`config.mk`:
```
export PLATFORM = sky130hd
export DESIGN_NAME = mdu_iterative
export DESIGN_NICKNAME = d
export VERILOG_FILES = /design/src/rtl/mdu_iterative.sv
export SDC_FILE = /design/constraint.sdc
export NUM_CORES = 1
export LEC_CHECK = 0
export CORE_UTILIZATION = 40
export CTS_BUF_LIST = sky130_fd_sc_hd__clkbuf_4
export DETAILED_ROUTE_END_ITERATION = 8
export DONT_BUFFER_PORTS = 1
export PLACE_DENSITY = 0.57
export SLEW_MARGIN = 20
export SYNTH_ARGS = -nofsm -noshare
export SYNTH_HDL_FRONTEND = slang
export SYNTH_SLANG_ARGS = --single-unit
export TNS_END_PERCENT = 30
```
`constraint.sdc`:
```
create_clock -name Clk -period 5.55 [get_ports Clk]
set_input_delay 1.665 -clock Clk [delete_from_list [all_inputs] [get_ports Clk]]
set_output_delay 1.665 -clock Clk [all_outputs]
set_load 0.02 [all_outputs]
```
`src/rtl/mdu_iterative.sv`:
```
// mdu_iterative: iterative shift-add multiplier and restoring divider owning the HI/LO pair.
// Define MDU_DIV_EN to build the divider; without it div/divu complete in one cycle and leave HI/LO untouched.
module mdu_iterative #(
    parameter int WIDTH = 32,
    parameter int CNT_W = $clog2(WIDTH + 1)
) (
    input  logic             Clk,
    input  logic             Rst,
    input  logic             Start,
    input  logic             Flush,
    input  logic [5:0]       MduOp,
    input  logic [WIDTH-1:0] A,
    input  logic [WIDTH-1:0] B,
    output logic             Busy,
    output logic             Done,
    output logic             DivZero,
    output logic [WIDTH-1:0] HI,
    output logic [WIDTH-1:0] LO
);
    localparam logic [5:0] OP_MULT  = 6'b000101;
    localparam logic [5:0] OP_MULTU = 6'b000110;
    localparam logic [5:0] OP_MADD  = 6'b000111;
    localparam logic [5:0] OP_MSUB  = 6'b001000;
    localparam logic [5:0] OP_MTHI  = 6'b001010;
    localparam logic [5:0] OP_MTLO  = 6'b001011;
    localparam logic [5:0] OP_DIV   = 6'b100110;
    localparam logic [5:0] OP_DIVU  = 6'b100111;
    localparam logic [CNT_W-1:0] LAST = CNT_W'(WIDTH - 1);

    typedef enum logic [1:0] {IDLE, MUL, DIV, FIN} state_t;
    typedef enum logic [1:0] {K_MULT, K_MADD, K_MSUB, K_DIV} kind_t;

    state_t             state_q, state_d;
    kind_t              kind_q, kind_d;
    logic [CNT_W-1:0]   cnt_q, cnt_d;
    logic [WIDTH-1:0]   a_q, a_d;
    logic [WIDTH-1:0]   b_q, b_d;
    logic [WIDTH-1:0]   acc_q, acc_d;
    logic [WIDTH-1:0]   hi_q, hi_d;
    logic [WIDTH-1:0]   lo_q, lo_d;
    logic               neg_q, neg_d;
    logic               done_q, done_d;
`ifdef MDU_DIV_EN
    logic               rneg_q, rneg_d;
    logic               dz_q, dz_d;
    logic               divzero_q, divzero_d;
    logic [WIDTH:0]     div_sh, div_diff;
    logic               div_ge;
`endif
    logic               is_mul, is_div, is_signed;
    logic [WIDTH-1:0]   a_mag, b_mag;
    logic [WIDTH:0]     mul_sum;
    logic [2*WIDTH-1:0] prod, sprod, hilo, mres;

    // Operation decode, operand magnitudes and per-iteration datapath
    always_comb begin
        is_mul    = MduOp inside {OP_MULT, OP_MULTU, OP_MADD, OP_MSUB};
        is_div    = MduOp inside {OP_DIV, OP_DIVU};
        is_signed = MduOp inside {OP_MULT, OP_MADD, OP_MSUB, OP_DIV};
        a_mag     = (is_signed && A[WIDTH-1]) ? -A : A;
        b_mag     = (is_signed && B[WIDTH-1]) ? -B : B;
        mul_sum   = {1'b0, acc_q} + {1'b0, (a_q[0] ? b_q : '0)};
        prod      = {acc_q, a_q};
        sprod     = neg_q ? -prod : prod;
        hilo      = {hi_q, lo_q};
        mres      = (kind_q == K_MADD) ? hilo + sprod : (kind_q == K_MSUB) ? hilo - sprod : sprod;
`ifdef MDU_DIV_EN
        div_sh    = {acc_q, a_q[WIDTH-1]};
        div_ge    = div_sh >= {1'b0, b_q};
        div_diff  = div_sh - {1'b0, b_q};
`endif
    end

    // Next-state, iteration and HI/LO write logic; Flush overrides everything while busy
    always_comb begin
        state_d   = state_q;
        kind_d    = kind_q;
        cnt_d     = cnt_q;
        a_d       = a_q;
        b_d       = b_q;
        acc_d     = acc_q;
        hi_d      = hi_q;
        lo_d      = lo_q;
        neg_d     = neg_q;
        done_d    = 1'b0;
`ifdef MDU_DIV_EN
        rneg_d    = rneg_q;
        dz_d      = dz_q;
        divzero_d = divzero_q;
`endif
        if (state_q != IDLE && Flush) begin
            state_d = IDLE;
        end else begin
            case (state_q)
                IDLE: begin
                    if (Start && !Flush) begin
                        if (MduOp == OP_MTHI) hi_d = A;
                        if (MduOp == OP_MTLO) lo_d = A;
                        if (is_mul || is_div) begin
                            a_d     = a_mag;
                            b_d     = b_mag;
                            acc_d   = '0;
                            cnt_d   = '0;
                            neg_d   = is_signed && (A[WIDTH-1] ^ B[WIDTH-1]);
                            kind_d  = is_div ? K_DIV : (MduOp == OP_MADD) ? K_MADD : (MduOp == OP_MSUB) ? K_MSUB : K_MULT;
`ifdef MDU_DIV_EN
                            state_d = is_mul ? MUL : DIV;
                            rneg_d  = is_signed && A[WIDTH-1];
                            dz_d    = (B == '0);
`else
                            state_d = is_mul ? MUL : FIN;
`endif
                        end
`ifdef MDU_DIV_EN
                        if (is_mul || is_div || MduOp == OP_MTHI || MduOp == OP_MTLO) divzero_d = 1'b0;
`endif
                    end
                end
                MUL: begin
                    acc_d   = mul_sum[WIDTH:1];
                    a_d     = {mul_sum[0], a_q[WIDTH-1:1]};
                    cnt_d   = cnt_q + CNT_W'(1);
                    state_d = (cnt_q == LAST) ? FIN : MUL;
                end
`ifdef MDU_DIV_EN
                DIV: begin
                    acc_d   = div_ge ? div_diff[WIDTH-1:0] : div_sh[WIDTH-1:0];
                    a_d     = {a_q[WIDTH-2:0], div_ge};
                    cnt_d   = cnt_q + CNT_W'(1);
                    state_d = (cnt_q == LAST) ? FIN : DIV;
                end
`endif
                FIN: begin
                    state_d = IDLE;
                    done_d  = 1'b1;
                    if (kind_q != K_DIV) {hi_d, lo_d} = mres;
`ifdef MDU_DIV_EN
                    else begin
                        hi_d      = rneg_q ? -acc_q : acc_q;
                        lo_d      = dz_q ? '1 : (neg_q ? -a_q : a_q);
                        divzero_d = dz_q;
                    end
`endif
                end
                default: state_d = IDLE;
            endcase
        end
    end

    // State and datapath registers with asynchronous active-low reset
    always_ff @(posedge Clk or negedge Rst) begin
        if (!Rst) begin
            state_q   <= IDLE;
            kind_q    <= K_MULT;
            cnt_q     <= '0;
            a_q       <= '0;
            b_q       <= '0;
            acc_q     <= '0;
            hi_q      <= '0;
            lo_q      <= '0;
            neg_q     <= 1'b0;
            done_q    <= 1'b0;
`ifdef MDU_DIV_EN
            rneg_q    <= 1'b0;
            dz_q      <= 1'b0;
            divzero_q <= 1'b0;
`endif
        end else begin
            state_q   <= state_d;
            kind_q    <= kind_d;
            cnt_q     <= cnt_d;
            a_q       <= a_d;
            b_q       <= b_d;
            acc_q     <= acc_d;
            hi_q      <= hi_d;
            lo_q      <= lo_d;
            neg_q     <= neg_d;
            done_q    <= done_d;
`ifdef MDU_DIV_EN
            rneg_q    <= rneg_d;
            dz_q      <= dz_d;
            divzero_q <= divzero_d;
`endif
        end
    end

    assign Busy = (state_q != IDLE);
    assign Done = done_q;
    assign HI   = hi_q;
    assign LO   = lo_q;
`ifdef MDU_DIV_EN
    assign DivZero = divzero_q;
`else
    assign DivZero = 1'b0;
`endif
endmodule

```
==> results.md, run 1 <==
* Num CTS Buffers at 17
* Worst setup EP type: flop
* Post-synth EDFFs at 0
* Smallest hold slack at ~0.49 ns
* Worst EP arrival at a little over 6 ns
* Cell at the root of the clock tree: sky130_fd_sc_hd__clkbuf_4
* Dominant register cell in the synthesized netlist: sky130_fd_sc_hd__dfrtp_1
* Clock-pin slew on the worst setup and hold paths at approximately 0.21 ns
* Wire length of the first global-routing pass at ~130,000 µm
* Worst slew margin at around 26%
* Total count of max-transition violations in the final report at 0
* Estimated wirelength of the detail-placed design at 68,200 µm
* Critical path's largest stage delay at about 0.63 ns
* DP Area at 0.02256 mm²
* Peak supply drop at approximately 0.28 mV
* Fraction of power consumed by the clock network at 5.7%
* Worst Tran Pin Value at 1.114 ns
* Synth top area cells: sky130_fd_sc_hd__dfrtp_1 21%, sky130_fd_sc_hd__ha_1 9.3%, sky130_fd_sc_hd__a21oi_1 6.5%
* Clock buffer depth at 2
* Fraction of synthesis flops using an asynchronous set or reset pin at between 90% and 100%
* Critical path data required time at roughly 6.2 ns
* Vias/cell at 6.317
* Yosys top cell area share at a little over a fifth
* Total setup violations reported at the end of the flow at 0
* Total standard cell area after synthesis at 0.02018 mm²
* Aggregate global routing overflow at 0
* Worst Setup Start Kind: flop
* Most common cell in the synthesized netlist: sky130_fd_sc_hd__a21oi_1
* Dominant cell type by area after synthesis: sky130_fd_sc_hd__dfrtp_1
* Height of the die at about 230 µm
* Worst-Skew Late Latency at 0.79 ns
* Final WS setup at 0.1580 ns
* Power density over the cells at approximately 660 mW/mm²
* Number of input and output port buffers inserted at 0
* Maximum number of pins on one net before global-route repair at between 150 and 200
* Layout cells sized above 1 at around 16%
* Post-Synthesis Net Count at approximately 3,000
* Comb power frac at 78.5%
* Total design power at 0.01538 W
* Part of the Yosys area used for sequential elements at between 20% and 30%
* Synth cell types at 97
* DR vias at 22,490
* Area of the die at 0.05135 mm²
* ANT nets after route at 0
* H-tree levels at 4
* Count of mapped cells out of synthesis at 2,734
* Area growth syn-to-layout at 16.15%
* Number of global-route vias before repair at ~21,000
* Crit path buffers/inverters at 2
* Leading post-synthesis cells by instance count: 263 x sky130_fd_sc_hd__a21oi_1, 260 x sky130_fd_sc_hd__o21ai_0, 259 x sky130_fd_sc_hd__nand2_1
* Number of DRC markers after the initial detailed-route iteration at between 2,000 and 2,500
* Start point of the worst min-delay path: b_q[31]
* Initial antenna violation count at 5
* Number of warnings reported in the yosys synthesis log at 0
* Routability cong. at around 1.1
* Status: complete, no violations
* Average wire length per cell after detail routing at 24.94 µm
* Worst slack after detailed placement at -0.1493 ns
* Total Routed Length at ~89,000 µm
* Final Cycle Share at a little over nine tenths
* Layout net count at 3,107
* Reg2reg path depth at 18
* Effective utilization at floorplan at between 40% and 50%
* Setup Skew at between 0.03 and 0.04 ns
* Crit Path Category: flop to flop
* Leakage power at between 10 and 15 nW
* Core region area at around 0.049 mm²
* Terminating pin of the worst hold path: b_q[31]
* Highest clock rate at ~0.19 GHz
* Worst Path Max Fanout at 13
* Total clock sinks at about 170
* Hold Fails Final Rpt at 0
* Switching power summed over all nets at around 0.0085 W
* Per-instance average area after synthesis at between 7 and 8 µm²
* Final TNS setup at 0 ns
* Max-Cap Viols at 0
* Fill count at ~5,000
* Switching portion of total power at a little under three fifths
* Number of instances on the worst hold path at 2
* Total number of placement rows at 81
* Min-Delay Path Class: flop to flop
* Synthesized flop and latch total at ~170
* Floorplan die width at about 230 µm
* Setup repair after global routing missed its margin: true
* Endpoint of the most critical register-to-register path: HI[23]
* Internal at between 0.006 and 0.007 W
* Critical path's slowest cell: sky130_fd_sc_hd__ha_1
* Flop2flop setup slack at ~0.16 ns
* First-pass detailed-route iteration total at 6
* Largest delay contributor family on the critical path: compound AO/OA/AOI/OAI gates
* Cells along the critical path: or4_4, or4_4, nor2_2, nand3_1, o21ai_0, buf_4, o21a_1, xnor2_1, ha_1, inv_1, a311oi_1, o21bai_1, a21o_1, a31oi_2, o21ai_1, xnor2_1, a221oi_1, a221oi_1
* Num ports at 141
* Sequential Power Share at approximately 16%
* Worst r2r src: a_q[19]
* Remaining DRCs at 0
* Fin crit period at 5.392 ns
* GRT Overall Usage at 34.32%
* Layout Cell Area excl Fill at between 0.02 and 0.025 mm²
* CTS tree: done
==> sequential cells by signal, indices dropped and copies added (netlist names) <==
| name | flops |
|---|---|
| Done | 1 |
| HI | 32 |
| LO | 32 |
| a_q | 32 |
| acc_q | 32 |
| b_q | 32 |
| cnt_q | 6 |
| kind_q | 2 |
| neg_q | 1 |
| state_q | 2 |
==> logic make-up (layout without fill, tap and decap cells) <==
| kind of cell | count (synthesis) | in the layout | synth area share (%) |
|---|---|---|---|
| compound gates | 1031 | 1031 | 33.37 |
| simple gates | 863 | 863 | 20.91 |
| buf+inv | 315 | 474 | 5.966 |
| xor+xnor | 185 | 185 | 8.068 |
| flops | 172 | 172 | 21.33 |
| fa+ha+maj | 153 | 153 | 9.599 |
| mux | 14 | 14 | 0.7380 |
| other cells | 1 | 4 | 0.01859 |
==> placed cells by master, fill, tap and decap left out, types with 70 or more instances in the layout <==
cell / synthesis / routed
sky130_fd_sc_hd__buf_4: 1 / 303
sky130_fd_sc_hd__xor2_1: 80 / 75
sky130_fd_sc_hd__inv_1: 134 / 134
sky130_fd_sc_hd__o21ai_0: 260 / 250
sky130_fd_sc_hd__dfrtp_1: 172 / 168
sky130_fd_sc_hd__nand2_1: 259 / 255
sky130_fd_sc_hd__nor2_1: 205 / 200
sky130_fd_sc_hd__nand3_1: 71 / 70
sky130_fd_sc_hd__a21oi_1: 263 / 258
sky130_fd_sc_hd__xnor2_1: 104 / 101
sky130_fd_sc_hd__ha_1: 150 / 140
==> layer usage <==
layer	wire (µm)	global-route usage, %	up-vias
met2	38890	52.59	1051
met3	8095	7.334	141
met4	2575	11.66	2
li1	-	-	10360
met5	13	0	-
met1	39200	47.40	10940
==> metrics by stage <==
step | utilization, % | instances
2_1_floorplan | - | 2734
3_3_place_gp | 45.70 | 3510
3_5_place_dp | 45.70 | 3510
4_1_cts | 46.49 | 3546
5_1_grt | 47.48 | 3559
6_report | 47.48 | 3560
==> repair_timing <==
item / CTS / global route
resized for setup: 10 / 77
setup endpoints to repair: 10 / 28
pin swaps: 3 / 23
hold buffers: 0 / 0
buffers inserted: 4 / 10
==> layout make-up <==
cell class              instances  area [µm²]  share of cell area [%]
multi-input cells            2247       15170                   64.74
diodes                          3       7.507                 0.03203
repair buffers                304        2295                   9.792
clock buffers                  17       127.6                  0.5446
inverters                     138       518.0                   2.210
clock inverters                15       175.2                  0.7475
well taps                     664       830.8                   3.545
flip-flops and latches        172        4309                   18.39
==> worst max-delay path by stage <==
stage,to,slack (ns),depth (start not counted),from
after detailed placement,HI[28],-0.15,22,a_q[1]
after CTS,HI[27],0.004,21,a_q[18]
final,HI[23],0.16,18,a_q[19]
after global routing,HI[30],-0.04,24,a_q[18]
after floorplan,HI[14],0.05,23,neg_q
after global placement,HI[28],-0.20,22,a_q[1]
==> power by group through the flow <==
stage / Combinational (W) / Sequential [W] / Clock [W]
floorplan: 0.00695 / 0.00217 / 0
global placement: 0.0113 / 0.00242 / 0
detailed placement: 0.0113 / 0.00243 / 0
CTS: 0.0114 / 0.00241 / 0.000891
global route: 0.0130 / 0.00249 / 0.000928
finish: 0.0121 / 0.00243 / 0.000873
==> worst min-delay path: stages (launching register included) <==
cell	delay [ns]
sky130_fd_sc_hd__dfrtp_1	0.38
sky130_fd_sc_hd__nand2_1	0.05
sky130_fd_sc_hd__nand2_1	0.05
No activity file was read; power rests on OpenSTA's default activity.
==> inputs of run 2 (changes only) <==
- CELL_PAD_IN_SITES_DETAIL_PLACEMENT: not set -> 1
- CELL_PAD_IN_SITES_GLOBAL_PLACEMENT: not set -> 1
- PLACE_DENSITY: 0.57 -> 0.73
==> run 2 against run 1 <==
Final area decreased by 0.83%. Final cell count fell by 1.3%. Non-clock buffer count fell by 46. Sequential share of layout area increased by 0.17 points. Clock skew up 0.0042 ns. Routed wire length up 3.2%. Sequential power is essentially flat. Combinational power about the same. Worst setup slack got worse by 0.047 ns. Utilization decreased by 0.39 points. Global-route usage grew 1.1 points. Via count increased by 1.1%. Critical path type unchanged. Critical endpoint is now HI[30].
==> results.md, run 2 (same netlist as run 1, synthesis figures left out) <==
* Area taken by multi-input logic gates at 0.01532 mm² (+0.98%)
* Worst Path Max Fanout at 6 (-7)
* Initial antenna violation count at 5 (unchanged)
* ANT nets after route at 0 (unchanged)
* H-tree levels at 4 (unchanged)
* Final Cycle Share at 98.00% (+0.85 points)
* Terminating pin of the worst hold path: b_q[31]
* Number of global-route vias before repair at 22,700 (+6.8%)
* Crit Path Category: flop to flop
* Worst Tran Pin Value at 1.113 ns (-0.0008210 ns)
* Power density over the cells at 664.3 mW/mm² (+1.2%)
* Layout net count at 3,061 (-1.5%)
* Status: complete, no violations
* Num ports at 141 (unchanged)
* Post-CTS Hold Fix Bufs at 0 (unchanged)
* Area growth syn-to-layout at 15.19%
* Remaining DRCs at 0 (unchanged)
* Final WS setup at 0.1109 ns (-0.04713 ns)
* Total Routed Length at 91,640 µm (+3.2%)
* Worst setup EP type: flop
* Worst Setup Start Kind: flop
* Smallest hold slack at 0.4753 ns (-0.01519 ns)
* Fill count at 6,193 (+23%)
* Vias/cell at 6.471 (+2.4%)
* Total setup violations reported at the end of the flow at 0 (unchanged)
* Routability cong. at 1.021 (-4.0%)
* Fin crit period at 5.439 ns (+0.04713 ns)
* Effective utilization at floorplan at 40.88% (unchanged)
* Leakage power at 9.913 nW (-2.1%)
* First-pass detailed-route iteration total at 6 (unchanged)
* GRT Overall Usage at 35.38% (+1.1 points)
* Clock-pin slew on the worst setup and hold paths at 0.20 ns (about the same)
* Min-Delay Path Class: flop to flop
* Number of DRC markers after the initial detailed-route iteration at 2,161 (-13%)
* Height of the die at 226.6 µm (unchanged)
* Top library cells by usage in the layout, fill and taps aside: 255 x sky130_fd_sc_hd__buf_4, 253 x sky130_fd_sc_hd__nand2_1, 253 x sky130_fd_sc_hd__a21oi_1, 252 x sky130_fd_sc_hd__o21ai_0, 196 x sky130_fd_sc_hd__nor2_1
* Highest clock rate at 0.1839 GHz (-0.87%)
* Worst slew margin at 25.63% (+0.055 points)
* Core region area at 0.04936 mm² (unchanged)
* Worst EP arrival at 6.19 ns (+0.12 ns)
* Worst-Skew Late Latency at 0.80 ns (about the same)
* Aggregate global routing overflow at 0 (unchanged)
* Total design power at 0.01544 W (+0.40%)
* Total clock sinks at 172 (unchanged)
* Flop2flop setup slack at 0.11 ns (-0.05 ns)
* DR vias at 22,750 (+1.1%)
* CTS tree: done
* Estimated wirelength of the detail-placed design at 70,330 µm (+3.1%)
* Maximum number of pins on one net before global-route repair at 173 (unchanged)
* Floorplan die width at 226.6 µm (unchanged)
* Hold Fails Final Rpt at 0 (unchanged)
* Worst r2r src: a_q[18]
* Average wire length per cell after detail routing at 26.07 µm (+4.6%)
* Number of instances on the worst hold path at 2 (unchanged)
* Area of the die at 0.05135 mm² (unchanged)
* Max-Cap Viols at 0 (unchanged)
* Worst slack after detailed placement at -0.3070 ns (-0.1578 ns)
* Combined flip-flop and latch cell area at 0.004313 mm² (about the same)
* Start point of the worst min-delay path: b_q[31]
* Setup repair after global routing missed its margin: true
* Setup Skew at 0.04121 ns (+0.004245 ns)
* Reg2reg path depth at 23 (+5)
* Peak supply drop at 0.2335 mV (-17%)
* Endpoint of the most critical register-to-register path: HI[30]
* Cell at the root of the clock tree: sky130_fd_sc_hd__clkbuf_4
* Num CTS Buffers at 17 (unchanged)
* Total number of placement rows at 81 (unchanged)
* Layout cells sized above 1 at 16.19% (-0.19 points)
* Commonest non-fill, non-tap cell in the layout: sky130_fd_sc_hd__buf_4
* Clock buffer depth at 2 (unchanged)
* Critical path data required time at 6.30 ns (+0.07 ns)
* Total count of max-transition violations in the final report at 0 (unchanged)
* Number of input and output port buffers inserted at 0 (unchanged)
* Wire length of the first global-routing pass at 137,900 µm (+4.7%)
==> run 2: changes by cell type in the layout (fill, tap and decap cells not counted), moves of 5 or more <==
cell                      delta
sky130_fd_sc_hd__a21oi_1     -5
sky130_fd_sc_hd__o21ai_1     -5
sky130_fd_sc_hd__a21oi_2     +6
sky130_fd_sc_hd__buf_4      -48
sky130_fd_sc_hd__nor2_2      +5
==> run 2: worst max path at each step <==
stage,startpoint,end,cells after the start
floorplan,neg_q,HI[14],23
global placement,a_q[0],HI[27],24
detailed placement,a_q[0],HI[27],24
CTS,a_q[0],HI[27],24
global route,a_q[0],HI[24],23
finish,a_q[18],HI[30],23
==> run 2: layer usage <==
layer | global-route usage, % | part of all wire (%) | vias up
li1 | - | - | 10240
met1 | 47.93 | 44 | 11370
met2 | 54.62 | 45 | 948
met3 | 7.373 | 7.7 | 186
met4 | 14.06 | 3.5 | 4
met5 | 0 | 0.028 | -
==> run 2: power breakdown <==
part	switching [W]	internal, W	leakage (nW)
Sequential	0.000834	0.00162	2.19
Clock	0.000631	0.000209	0.143
Combinational	0.00730	0.00484	7.58
==> run 2: layout make-up <==
type	instances	share of cell area, %
diodes	4	0.04307
clock buffers	18	0.5814
clock inverters	14	0.6353
inverters	138	2.229
multi-input cells	2247	65.92
flip-flops and latches	172	18.56
well taps	664	3.575
repair buffers	258	8.458
==> run 2: critical path: stages, from the launching register on <==
cell and delay, ns:
sky130_fd_sc_hd__dfrtp_2 0.49, sky130_fd_sc_hd__or4_1 0.56, sky130_fd_sc_hd__or4_4 0.55, sky130_fd_sc_hd__nor2_2 0.20
sky130_fd_sc_hd__nand3_2 0.20, sky130_fd_sc_hd__o21ai_0 0.28, sky130_fd_sc_hd__xor2_1 0.18, sky130_fd_sc_hd__buf_4 0.16
sky130_fd_sc_hd__inv_1 0.04, sky130_fd_sc_hd__ha_1 0.40, sky130_fd_sc_hd__inv_1 0.17, sky130_fd_sc_hd__a21oi_2 0.22
sky130_fd_sc_hd__o21bai_1 0.12, sky130_fd_sc_hd__a21oi_2 0.24, sky130_fd_sc_hd__nor2_1 0.06, sky130_fd_sc_hd__nor2_1 0.10
sky130_fd_sc_hd__o21ai_0 0.10, sky130_fd_sc_hd__a211oi_1 0.31, sky130_fd_sc_hd__buf_4 0.18, sky130_fd_sc_hd__o32a_1 0.15
sky130_fd_sc_hd__o311ai_2 0.14, sky130_fd_sc_hd__xor2_1 0.19, sky130_fd_sc_hd__o221ai_1 0.19, sky130_fd_sc_hd__o211a_1 0.17
==> run 2: metrics by stage <==
step                instance area (µm²)  utilization, %  instances  TNS [ns]
detailed placement                22240           45.06       3465    -1.071
finish                            23240           47.09       3515         0
floorplan                         20180               -       2734         0
global placement                  22240           45.06       3465   -0.5917
CTS                               22560           45.71       3497  -0.05197
global route                      23240           47.08       3514   -0.6250
==> run 2: repair_timing <==
action / in CTS / in global routing
gates resized for setup: 7 / 116
buffers inserted: 0 / 14
endpoints found under the setup margin: 9 / 31
pin swaps: 0 / 25
